## src/rtl/arduino_uart_pkg.sv

```systemverilog
// arduino_uart_pkg: shared frame constants and receiver state encodings for the Arduino command link.
package arduino_uart_pkg;
  localparam logic [4:0] HEADER = 5'd1;
  localparam int DEFAULT_CLKS_PER_BIT = 5209;
  localparam int DEFAULT_N = 13;
  typedef logic [2:0] state_t;
  localparam state_t IDLE  = 3'd0;
  localparam state_t START = 3'd1;
  localparam state_t DATA  = 3'd2;
  localparam state_t STOP  = 3'd3;
  localparam state_t CHECK = 3'd4;
endpackage

```

## src/rtl/uart_rx.sv

```systemverilog
// uart_rx: generic 8N1 deserializer with a 2-flop input synchronizer, mid-bit sampling, LSB first.
module uart_rx
  import arduino_uart_pkg::*;
#(
  parameter int CLKS_PER_BIT = DEFAULT_CLKS_PER_BIT,
  parameter int N = DEFAULT_N
) (
  input  logic       clk,
  input  logic       rst,
  input  logic       serial,
  output logic [7:0] data,
  output logic       done,
  output logic       frame_err,
  output logic       busy
);
  localparam logic [N-1:0] HALF = N'((CLKS_PER_BIT - 1) / 2);
  localparam logic [N-1:0] LAST = N'(CLKS_PER_BIT - 1);
  logic s1, s2, prev, armed;
  state_t state;
  logic [N-1:0] cnt;
  logic [2:0] idx;
  logic tick;
  assign tick = cnt == LAST;
  assign done = state == STOP && tick && s2;
  assign frame_err = state == STOP && tick && !s2;
  assign busy = state != IDLE;
  always_ff @(posedge clk) begin
    if (!rst) begin
      s1 <= 1'b1;
      s2 <= 1'b1;
      prev <= 1'b1;
      armed <= 1'b0;
      state <= IDLE;
      cnt <= '0;
      idx <= '0;
      data <= '0;
    end else begin
      s1 <= serial;
      s2 <= s1;
      prev <= s2;
      case (state)
        IDLE: begin
          if (s2) armed <= 1'b1;
          if (armed && prev && !s2) begin
            cnt <= '0;
            state <= START;
          end
        end
        START: begin
          // a line that is high again at mid-start was a glitch
          if (cnt == HALF) begin
            cnt <= '0;
            idx <= '0;
            state <= s2 ? IDLE : DATA;
          end else cnt <= cnt + 1'b1;
        end
        DATA: begin
          if (tick) begin
            cnt <= '0;
            data[idx] <= s2;
            idx <= idx + 3'd1;
            if (idx == 3'd7) state <= STOP;
          end else cnt <= cnt + 1'b1;
        end
        STOP: begin
          // a low stop bit leaves the receiver disarmed until the line idles high
          if (tick) begin
            cnt <= '0;
            armed <= s2;
            state <= IDLE;
          end else cnt <= cnt + 1'b1;
        end
        default: state <= IDLE;
      endcase
    end
  end
endmodule

```

## src/rtl/arduino_uart_rx.sv

```systemverilog
// arduino_uart_rx: 8N1 command receiver with header check and held 3-bit payload.
// Header compare is enabled by defining ARDUINO_RX_HEADER_CHECK_EN.
module arduino_uart_rx
  import arduino_uart_pkg::*;
#(
  parameter int CLKS_PER_BIT = DEFAULT_CLKS_PER_BIT,
  parameter int N = DEFAULT_N
) (
  input  logic       clk,
  input  logic       rst,
  input  logic       Rx_serial,
  output logic [2:0] Rx_data,
  output logic       Rx_valid,
  output logic       Rx_error,
  output logic       Rx_busy
);
`ifdef ARDUINO_RX_HEADER_CHECK_EN
  localparam logic [4:0] HDR_MASK = 5'h1f;
`else
  localparam logic [4:0] HDR_MASK = 5'h00;
`endif
  logic [7:0] rx_byte;
  logic done, frame_err, rx_busy, chk, hdr_ok;
  uart_rx #(.CLKS_PER_BIT(CLKS_PER_BIT), .N(N)) u_rx (
    .clk(clk),
    .rst(rst),
    .serial(Rx_serial),
    .data(rx_byte),
    .done(done),
    .frame_err(frame_err),
    .busy(rx_busy)
  );
  assign hdr_ok = ((rx_byte[7:3] ^ HEADER) & HDR_MASK) == 5'd0;
  assign Rx_busy = rx_busy || chk;
  // chk marks the one-cycle CHECK phase in which the verdict is presented
  always_ff @(posedge clk) begin
    if (!rst) begin
      Rx_data <= '0;
      Rx_valid <= 1'b0;
      Rx_error <= 1'b0;
      chk <= 1'b0;
    end else begin
      chk <= done;
      Rx_valid <= done && hdr_ok;
      Rx_error <= frame_err || (done && !hdr_ok);
      if (done && hdr_ok) Rx_data <= rx_byte[2:0];
    end
  end
endmodule

```

## config.mk

```make
export PLATFORM = sky130hd
export DESIGN_NAME = arduino_uart_rx
export DESIGN_NICKNAME = d
export VERILOG_FILES = /design/src/rtl/arduino_uart_pkg.sv /design/src/rtl/uart_rx.sv /design/src/rtl/arduino_uart_rx.sv
export SDC_FILE = /design/constraint.sdc
export NUM_CORES = 1
export LEC_CHECK = 0
export ABC_AREA = 1
export BUFFER_PORTS_ARGS = -buffer_cell sky130_fd_sc_hd__buf_2
export CAP_MARGIN = 30
export CORE_ASPECT_RATIO = 1.2
export CORE_MARGIN = 4
export CORE_UTILIZATION = 60
export CTS_BUF_LIST = sky130_fd_sc_hd__clkbuf_16
export CTS_CLUSTER_SIZE = 16
export DETAILED_ROUTE_END_ITERATION = 10
export MAX_ROUTING_LAYER = met4
export PLACE_DENSITY = 0.77
export SYNTH_ARGS = -nofsm -noshare
export SYNTH_HDL_FRONTEND = slang
export SYNTH_SLANG_ARGS = --single-unit
```

## constraint.sdc

```tcl
create_clock -name clk -period 2.3 [get_ports clk]
set_clock_uncertainty 0.1 [all_clocks]
set_input_delay 0.23 -clock clk [delete_from_list [all_inputs] [get_ports clk]]
set_output_delay 0.23 -clock clk [all_outputs]
set_load 0.02 [all_outputs]
```

==> results by group, run 1 <==
Status
  – Outcome: completed

Finish
  – Most frequent cells in the layout: nand2_1 (76), dfxtp_1 (30), inv_1 (27), nor2_1 (27), nand3_1 (20)
  – Layout net count: 272
  – Fraction of final layout cells sized beyond drive strength 1: 12.45%
  – Fin area: 0.001848 mm²
  – Synth-to-layout area growth: 11.89%
  – Diodes inserted: 0
  – Fillers: 206
  – Non-filler cells, final: 298
  – Leading cell type in the layout, fill and taps excluded: nand2_1

Placed design
  – Inst Count DP: 291
  – Port buffer count: 8
  – Placed Area: 0.001715 mm²
  – Placer's final routability congestion estimate: 0.9177
  – Pre-CTS setup slack: 0.5845 ns
  – DPL Wire Length: 2559 µm

Route
  – Vias/cell: 5.285
  – Router iterations before antenna repair: 4
  – DR WL/cell: 12.04 µm
  – Post-route ant nets: 0
  – Routed WL: 3589 µm
  – Via Count: 1575
  – # DRC: 0
  – Initial drt markers: 71

Setup path
  – Setup crit end kind: output port
  – Critical Path Start Type: flop
  – Setup slack, reg-to-reg: 0.58 ns
  – Worst reg2reg startpoint: u_rx.cnt[0]
  – Worst r2r path cells: 9
  – Crit-path max cell delay: 0.39 ns
  – Worst-path maximum fanout: 7
  – Critical setup path kind: reg2out
  – CP Data Required Time: 1.97 ns
  – Worst-path cell chain: nor2_1 -> inv_1 -> or2_2 -> buf_2
  – Worst R2R End: u_rx.cnt[10]
  – Buf/Inv on CP: 2
  – CP arrival: 1.42 ns
  – Slowest-stage cell, CP: dfxtp_1
  – Family with the most delay on the worst path: simple AND/OR/NAND/NOR gates

Die
  – Num ports: 9
  – FP Rows: 20
  – Die height: 65.48 µm
  – Starting density of the core: 64.08%
  – Die ar.: 0.003660 mm²
  – Area of the core: 0.002577 mm²
  – Die width: 55.90 µm

Min path
  – Min-Delay Path Depth: 2
  – Hold path startpoint: Rx_serial
  – Hold Path Sink: u_rx.s1
  – HP Class: in2reg

Yosys
  – Mapped Cells: 253
  – Post-Synth XOR/XNOR Area: 0%
  – Async set-or-reset flop fraction in the synthesized netlist: 0%
  – Syn_area_per_cell: 6.528 µm²
  – Post-Synth Simple-Gate Area: 42.05%
  – Mux cell area share after synthesis: 0%
  – Synthesized area: 0.001652 mm²
  – Sequential share of the synthesized area: 36.36%
  – Syn_nets: 260
  – Yosys warnings: 0
  – Post-synthesis adder-cell area fraction: 3.030%
  – Post-synth EDFFs: 0
  – #FFs+latches synth: 30
  – Largest family of logic cells by synthesized area: simple AND/OR/NAND/NOR gates
  – Synth unique cells: 25
  – Compound-cell area share of the yosys netlist: 10.23%
  – Main synth FF type: dfxtp_1

CTS
  – Clk sinks: 30
  – Longest Clk Path Bufs: 2
  – Clock latency on the worst-skew pair: 0.27 ns
  – CTS tree: yes
  – H-tree Lvls: 2
  – Post-CTS Hold Fix Bufs: 0
  – Clock transition at the registers of the reported paths: 0.05 ns
  – Post-CTS Setup Bufs: 0
  – Num CTS Buffers: 5
  – CTS resizes: 0
  – Clock Tree Root: clkbuf_16

Timing
  – Highest Clock Rate: 0.5723 GHz
  – RSZ-0062 raised after global routing: no
  – Sum of negative setup slack: 0 ns
  – Measured slew at the worst slew-check pin: 0.3554 ns
  – Hold violation total from the final report: 0
  – Slew headroom: 76.22%
  – Fin crit period: 1.747 ns
  – Worst setup margin: 0.5528 ns
  – Final setup viols: 0
  – Fin crit share: 75.97%
  – Final Max Slew Viols: 0

GRT
  – Total GRT Usage: 21.79%
  – Initial antenna violation count: 0
  – Overflow after GRT: 0
  – Vias in the first global route: 1435
  – Global-route wire length before repair: 6085 µm
  – Largest net degree at the start of global routing: 19

Power
  – Maximum vdd drop: 0.6328 mV
  – Total Power: 1261 µW
  – Pwr Density: 682.2 mW/mm²
  – Pleak: 0.0007850 µW

Job
  – Maxcap violations: 0
## layer usage
| metal | GRT usage (%) | wire length (µm) |
|---|---|---|
| met1 | 23.19 | 1591 |
| met2 | 38.17 | 1822 |
| met3 | 5.501 | 99 |
| met4 | 10.09 | 76 |
| met5 | - | 0 |
## synthesized netlist by cell type, types with 4 or more instances
cell type  instances  area share [%]
nand2_1           76              17
dfxtp_1           30              36
nor2_1            27             6.1
inv_1             25             5.7
nand3_1           20             6.1
a21oi_1           19             5.8
o21ai_0           10             3.0
nand4_1            9             3.4
nor3_1             6             1.8
or2_2              5             1.9
ha_1               4             3.0
inv_2              4            0.91
## state kept, by name, indices dropped and copies added (netlist names)
name and flops:
Rx_data 3, Rx_error 1, u_rx.s1 1, u_rx.armed 1, u_rx.state 2, u_rx.data 3, chk 1, u_rx.cnt 13
u_rx.s2 1, u_rx.idx 3, u_rx.prev 1
## cells by family after synthesis
family / Yosys count
simple gates: 153
fa+ha+maj: 4
buf+inv: 34
compound gates: 32
flops: 30
## stage by stage
| stage | hold WS (ns) | utilization (%) |
|---|---|---|
| floorplan | 0.2366 | - |
| global placement | 0.3102 | 66.55 |
| detailed placement | 0.3065 | 66.55 |
| CTS | 0.04149 | 71.70 |
| global route | 0.05271 | 71.70 |
| finish | 0.04483 | 71.70 |
## where the power goes
group	total, µW	switching (µW)	internal [µW]
clock network	585	201	384
registers	550	16.4	533
logic	126	88.1	38.1
## worst max-delay path by stage
stage / from / endpoint / slack [ns] / cells after the start
floorplan: u_rx.cnt[0] / u_rx.cnt[0] / 0.76 / 10
global placement: u_rx.cnt[0] / u_rx.cnt[10] / 0.63 / 9
detailed placement: u_rx.cnt[0] / u_rx.cnt[10] / 0.58 / 9
CTS: u_rx.state[0] / Rx_busy / 0.56 / 4
global route: u_rx.cnt[0] / u_rx.cnt[10] / 0.38 / 9
finish: u_rx.state[0] / Rx_busy / 0.55 / 4
## area by class of cell
type	count	area (µm²)	share of cell area, %
clock buffer	5	125.1	6.770
clock inverter	2	7.507	0.4062
inverter	30	112.6	6.093
multi-input combinational	189	913.4	49.42
sequential	30	600.6	32.50
tap	33	41.29	2.234
timing repair buffer	9	47.55	2.573
No activity file was read; power rests on OpenSTA's default activity.
==> run 2: changes to the inputs <==
- CORE_UTILIZATION: 60 -> 54
- PLACE_DENSITY: 0.77 -> 0.74
- clock period: 2.3 -> 1.4 ns (I/O delays scaled with it)
==> run 2 against run 1 <==
The flow now finishes with violations (negative setup slack). Sequential power grew 64%. Critical path depth increased by 5. Combinational power grew to 3.0 times the previous value. Worst setup slack worse by 0.73 ns. Cell count up 14%. Clock-buffer cell count did not move. Utilization up 9.7 points. Non-clock buffer count is 41 higher. Global-route usage increased by 4.8 points. Via count rose by 22%. Die area rose by 9.6%. Clock power is 70% higher. Largest power group unchanged.
==> results by group, run 2 (synthesis results as in run 1) <==
Power
  – Pwr Density: 974.2 mW/mm²
  – Clock network power share: 43.9%
  – Psw: 597.5 µW
  – Net Sw Frac: 26.30%
  – Gate power share: 16.5%
  – Pleak: 0.001014 µW
  – Sequential Power Share: 39.6%
  – Int Pwr: 1675 µW
  – Maximum vdd drop: 0.9463 mV

Die
  – Die width: 58.49 µm
  – FP Rows: 21
  – Area of the core: 0.002864 mm²
  – Starting density of the core: 57.67%
  – Num ports: 9
  – Die ar.: 0.004011 mm²
  – Die height: 68.58 µm

Finish
  – Most frequent cells in the layout: nand2_1 (67), buf_4 (41), dfxtp_1 (23), inv_1 (22), nor2_1 (21)
  – Leading cell type in the layout, fill and taps excluded: nand2_1
  – Fin area: 0.002332 mm²
  – Fraction of final layout cells sized beyond drive strength 1: 36.48%
  – Largest Register: u_rx.cnt
  – Fin util: 81.43%
  – Max reg flops: 13
  – Layout net count: 314
  – Synth-to-layout area growth: 41.21%
  – Diodes inserted: 0

GRT
  – Met3 GRT Util: 5.028%
  – Total GRT Usage: 26.60%
  – Largest net degree at the start of global routing: 13
  – GR met2 Demand/Resource: 48.74%
  – Global-route wire length before repair: 7776 µm
  – Vias in the first global route: 1874
  – Overflow after GRT: 0
  – GR Util met1: 26.05%
  – Top Usage Layer GRT: met2
  – Initial antenna violation count: 0

Timing
  – Worst setup margin: -0.1821 ns
  – Final Max Slew Viols: 0
  – Slew headroom: 75.29%
  – Hold violation total from the final report: 0
  – Measured slew at the worst slew-check pin: 0.3693 ns
  – Final setup viols: 27
  – RSZ-0062 raised after global routing: yes
  – Fin crit period: 1.582 ns
  – Highest Clock Rate: 0.6321 GHz
  – Fin crit share: 113.0%

Status
  – Outcome: complete, but fails checks
  – Violated checks: negative setup slack

Route
  – Routed WL: 4982 µm
  – Vias/cell: 5.613
  – # DRC: 0
  – Initial drt markers: 142
  – DR WL/cell: 14.61 µm
  – Router iterations before antenna repair: 4
  – Post-route ant nets: 0
  – Via Count: 1914

CTS
  – Clock latency on the worst-skew pair: 0.28 ns
  – Longest Clk Path Bufs: 2
  – Clock transition at the registers of the reported paths: 0.05 ns
  – Num CTS Buffers: 5
  – CTS tree: yes
  – Clk sinks: 30
  – H-tree Lvls: 2
  – Clock Tree Root: clkbuf_16

Placed design
  – Port buffer count: 8
  – Placed Area: 0.002014 mm²
  – DPL Wire Length: 3007 µm
  – Placer's final routability congestion estimate: 0.8830

Setup path
  – Worst r2r path cells: 9
  – CP Data Required Time: 1.47 ns
  – Critical setup path kind: reg2reg
  – Critical Path Start Type: flop
  – CP arrival: 1.65 ns
  – Setup crit end kind: flop
  – Worst-path maximum fanout: 4

Job
  – Maxcap violations: 0

Min path
  – Min-Delay Path Depth: 4
  – HP Class: in2reg
[run 2: cell types whose count changed in the layout (fill, tap and decap cells not counted), sizes merged]
| cell | before | now |
|---|---|---|
| dlygate4sd3 | 0 | 1 |
| nand2 | 79 | 80 |
| inv | 31 | 29 |
| buf | 9 | 49 |
| clkinv | 1 | 3 |
[run 2: worst max-delay path, stage by stage (launching register included)]
cell and delay (ns):
dfxtp_4 0.35, inv_2 0.06, ha_4 0.15, nand2_2 0.06, nor2_4 0.10, nand3_2 0.16, nand2_4 0.15, nand4_1 0.16
nand2_1 0.13, nor2_1 0.05
[run 2: through the flow]
step | instances | total power, µW | setup slack [ns] | setup TNS (ns) | hold WS [ns]
2_1_floorplan | 253 | 1100 | -0.001902 | -0.001902 | 0.1466
3_3_place_gp | 328 | 1199 | -0.09378 | -1.204 | 0.2258
3_5_place_dp | 328 | 1203 | -0.1758 | -2.431 | 0.2304
4_1_cts | 340 | 2257 | -0.09487 | -1.316 | 0.1191
5_1_grt | 341 | 2356 | -0.2314 | -4.653 | 0.1493
6_report | 341 | 2272 | -0.1821 | -2.944 | 0.1295
[run 2: layer usage]
metal  up-vias  part of all wire [%]  routed length (µm)
li1        925                     -                   -
met1       887                    36                1816
met2        71                    52                2607
met3        31                   5.5                 276
met4         0                   5.7                 282
met5         -                     0                   0
[run 2: final timing paths]
| path | start | to | slack [ns] |
|---|---|---|---|
| max | u_rx.cnt[0] | u_rx.state[0] | -0.18 |
| min | rst | u_rx.prev | 0.13 |
| max reg2reg | u_rx.cnt[0] | u_rx.state[0] | -0.18 |
| min reg2reg | u_rx.s1 | u_rx.s2 | 0.33 |
[run 2: area by class of cell]
class,instances,area (µm²)
clock inverters,2,10.01
repair buffers,50,357.8
flip-flops and latches,30,611.8
inverters,30,112.6
multi-input cells,190,1072
well taps,34,42.54
clock buffers,5,125.1
fillers,184,531.8
[run 2: what timing repair did]
item                       in CTS  in global routing
hold buffers                    1                  0
gates cloned                    1                  0
resized for setup              21                 21
buffers inserted                3                  1
hold endpoints to repair        1                  0
setup endpoints to repair      26                 28
pin swaps                       7                  7
[run 2: power groups by stage]
stage	clock network, µW	logic, µW	registers, µW
4_1_cts	1010	346	897
5_1_grt	1050	403	900
6_report	997	374	901
2_1_floorplan	0	184	916
3_3_place_gp	0	289	909
3_5_place_dp	0	293	911
==> run 3: changes to the inputs <==
- ABC_AREA: 1 -> 0
- CORE_UTILIZATION: 54 -> 53
- PLACE_DENSITY: 0.74 -> 0.73
==> run 3 against run 2 <==
The run still ends with negative setup slack left. Synthesized cell count fell by 29%. Via count fell by 21%. First-iteration DRC count fell by 73%. Total power fell by 11%. Combinational power fell by 59%. Die area fell by 6.8%. Sequential share of layout area rose by 2.5 points. Largest power group unchanged. Highest routed layer unchanged.
==> results by group, run 3 <==
Yosys
  – Top cell type's share of synthesized area: 40.17%
  – Syn_nets: 186
  – Most common cell in the netlist: dfxtp_1
  – Mux cell area share after synthesis: 5.356%
  – Post-synthesis adder-cell area fraction: 3.347%
  – Largest family of logic cells by synthesized area: simple AND/OR/NAND/NOR gates
  – Syn_area_per_cell: 8.353 µm²
  – Post-synth EDFFs: 0
  – Sequential share of the synthesized area: 40.17%
  – Async set-or-reset flop fraction in the synthesized netlist: 0%
  – Synth area leader: dfxtp_1
  – Synth unique cells: 41
  – #FFs+latches synth: 30
  – Post-Synth Simple-Gate Area: 35.31%
  – Main synth FF type: dfxtp_1
  – Yosys warnings: 0
  – Post-Synth XOR/XNOR Area: 0%
  – Synthesized area: 0.001495 mm²
  – Top cells by area, synth: dfxtp_1 (40%), nand2_1 (6.0%), mux2i_1 (5.4%)
  – Mapped Cells: 179
  – Compound-cell area share of the yosys netlist: 11.88%
  – Most frequent cells after synthesis: dfxtp_1 (30), nand2_1 (24), nand3_1 (15)

CTS
  – Clk sinks: 30
  – Clock Tree Root: clkbuf_16
  – CTS tree: yes
  – Clock transition at the registers of the reported paths: 0.05 ns
  – Longest Clk Path Bufs: 2
  – H-tree Lvls: 2
  – Clock latency on the worst-skew pair: 0.27 ns
  – Num CTS Buffers: 5

Timing
  – Final setup viols: 28
  – Fin crit share: 135.9%
  – Fin crit period: 1.902 ns
  – Hold violation total from the final report: 0
  – Slew headroom: 64.01%
  – Worst setup margin: -0.5025 ns
  – Highest Clock Rate: 0.5256 GHz
  – Hold slack final: 0.1265 ns
  – RSZ-0062 raised after global routing: yes
  – Final Max Slew Viols: 0
  – Measured slew at the worst slew-check pin: 0.5393 ns

Die
  – Area of the core: 0.002628 mm²
  – Die height: 66.19 µm
  – Die width: 56.49 µm
  – Num ports: 9
  – Starting density of the core: 56.90%
  – FP Rows: 20
  – Die ar.: 0.003738 mm²

GRT
  – Initial antenna violation count: 0
  – Total GRT Usage: 26.31%
  – Largest net degree at the start of global routing: 17
  – Overflow after GRT: 0
  – Global-route wire length before repair: 7286 µm
  – Vias in the first global route: 1604

Setup path
  – Slowest-stage cell, CP: or4_1
  – Worst-path cell chain: inv_2 -> ha_4 -> nor3b_4 -> nand4_1 -> a22o_1 -> or4_1 -> a21oi_1
  – CP arrival: 2.00 ns
  – CP Data Required Time: 1.49 ns
  – Worst-path maximum fanout: 3
  – Crit-path max cell delay: 0.41 ns
  – Setup crit end kind: flop
  – Critical Path Start Type: flop
  – Critical setup path kind: reg2reg

Route
  – Vias/cell: 5.895
  – DR WL/cell: 16.05 µm
  – Via Count: 1521
  – Post-route ant nets: 0
  – Router iterations before antenna repair: 4
  – # DRC: 0
  – Initial drt markers: 38
  – Routed WL: 4140 µm

Finish
  – Leading cell type in the layout, fill and taps excluded: buf_4
  – Area taken by multi-input logic gates: 920.9 µm²
  – Fraction of final layout cells sized beyond drive strength 1: 33.78%
  – Most frequent cells in the layout: buf_4 (31), dfxtp_1 (27), nand2_1 (24), nor2_1 (13), nand3_1 (11)
  – Fin area: 0.002103 mm²
  – Fillers: 169
  – Diodes inserted: 0
  – Synth-to-layout area growth: 40.67%
  – Largest Register: u_rx.cnt
  – Max reg flops: 13
  – Reg area: 604.3 µm²
  – Layout net count: 231

Job
  – Maxcap violations: 0

Power
  – Pwr Density: 962.5 mW/mm²
  – Pleak: 0.0008662 µW
  – Maximum vdd drop: 1.071 mV

Placed design
  – Placer's final routability congestion estimate: 0.9009
  – Port buffer count: 8
  – Placed Area: 0.001878 mm²
  – DPL Wire Length: 2818 µm

Status
  – Violated checks: negative setup slack
  – Outcome: complete, but fails checks

Min path
  – HP Class: in2reg
-- run 3: cell count changes in the layout (fill, tap and decap cells not counted), moves of 9 or more --
cell     previous run  this run
nand2_2             9         0
buf_4              41        31
a21oi_1            18         7
inv_1              22         4
nand2_1            67        24
-- run 3: worst max-delay path: cells and delay by family (launching register included) --
| family | cells | cell delay, ns |
|---|---|---|
| flops | 1 | 0.32 |
| buf+inv | 1 | 0.06 |
| compound gates | 2 | 0.41 |
| simple gates | 3 | 0.82 |
| fa+ha+maj | 1 | 0.11 |
-- run 3: cell type report --
class                      instances  share of cell area, %
clock buffer                       5                  5.949
timing repair buffer              47                  17.91
clock inverter                     3                 0.5949
multi-input combinational        134                  43.78
sequential                        30                  28.73
inverter                           6                  1.071
tap                               33                  1.963
-- run 3: per-layer routing --
layer	up-vias	wire (µm)	global-route usage, %
li1	737	-	-
met1	732	1563	25.39
met2	41	2334	48.12
met3	11	131	6.445
met4	0	111	13.95
met5	-	0	-
-- run 3: cell families after synthesis --
group | Yosys count
buf+inv | 15
simple gates | 95
compound gates | 27
mux | 8
fa+ha+maj | 4
flops | 30
-- run 3: final timing paths --
path	slack, ns	startpoint	depth (start not counted)	to
worst min-delay path	0.13	rst	2	u_rx.prev
worst min register to register	0.34	u_rx.s1	1	u_rx.s2
worst max-delay path	-0.50	u_rx.cnt[1]	7	u_rx.state[0]
worst max register to register	-0.50	u_rx.cnt[1]	7	u_rx.state[0]
-- run 3: through the flow --
step	std cells	worst slack, ns	total power (µW)	TNS, ns	utilization, %
2_1_floorplan	179	-0.3771	968.1	-5.452	-
5_1_grt	258	-0.5986	2101	-12.84	80.05
6_report	258	-0.5025	2024	-10.06	80.05
3_3_place_gp	248	-0.4052	1021	-7.445	71.48
4_1_cts	258	-0.4757	2038	-9.143	79.81
3_5_place_dp	248	-0.4936	1026	-9.234	71.48
-- run 3: where the power goes --
group | total [µW] | switching, µW | internal, µW
combinational | 154 | 81.9 | 72.2
sequential | 874 | 7.39 | 866
clock | 997 | 357 | 640
-- run 3: timing repair --
item | in CTS | in global routing
endpoints found under the setup margin | 27 | 28
hold buffers | 1 | 0
hold endpoints to repair | 1 | 0
cloned | 0 | 0
resized for setup | 15 | 2
pin swaps | 6 | 1
buffers inserted | 1 | 0
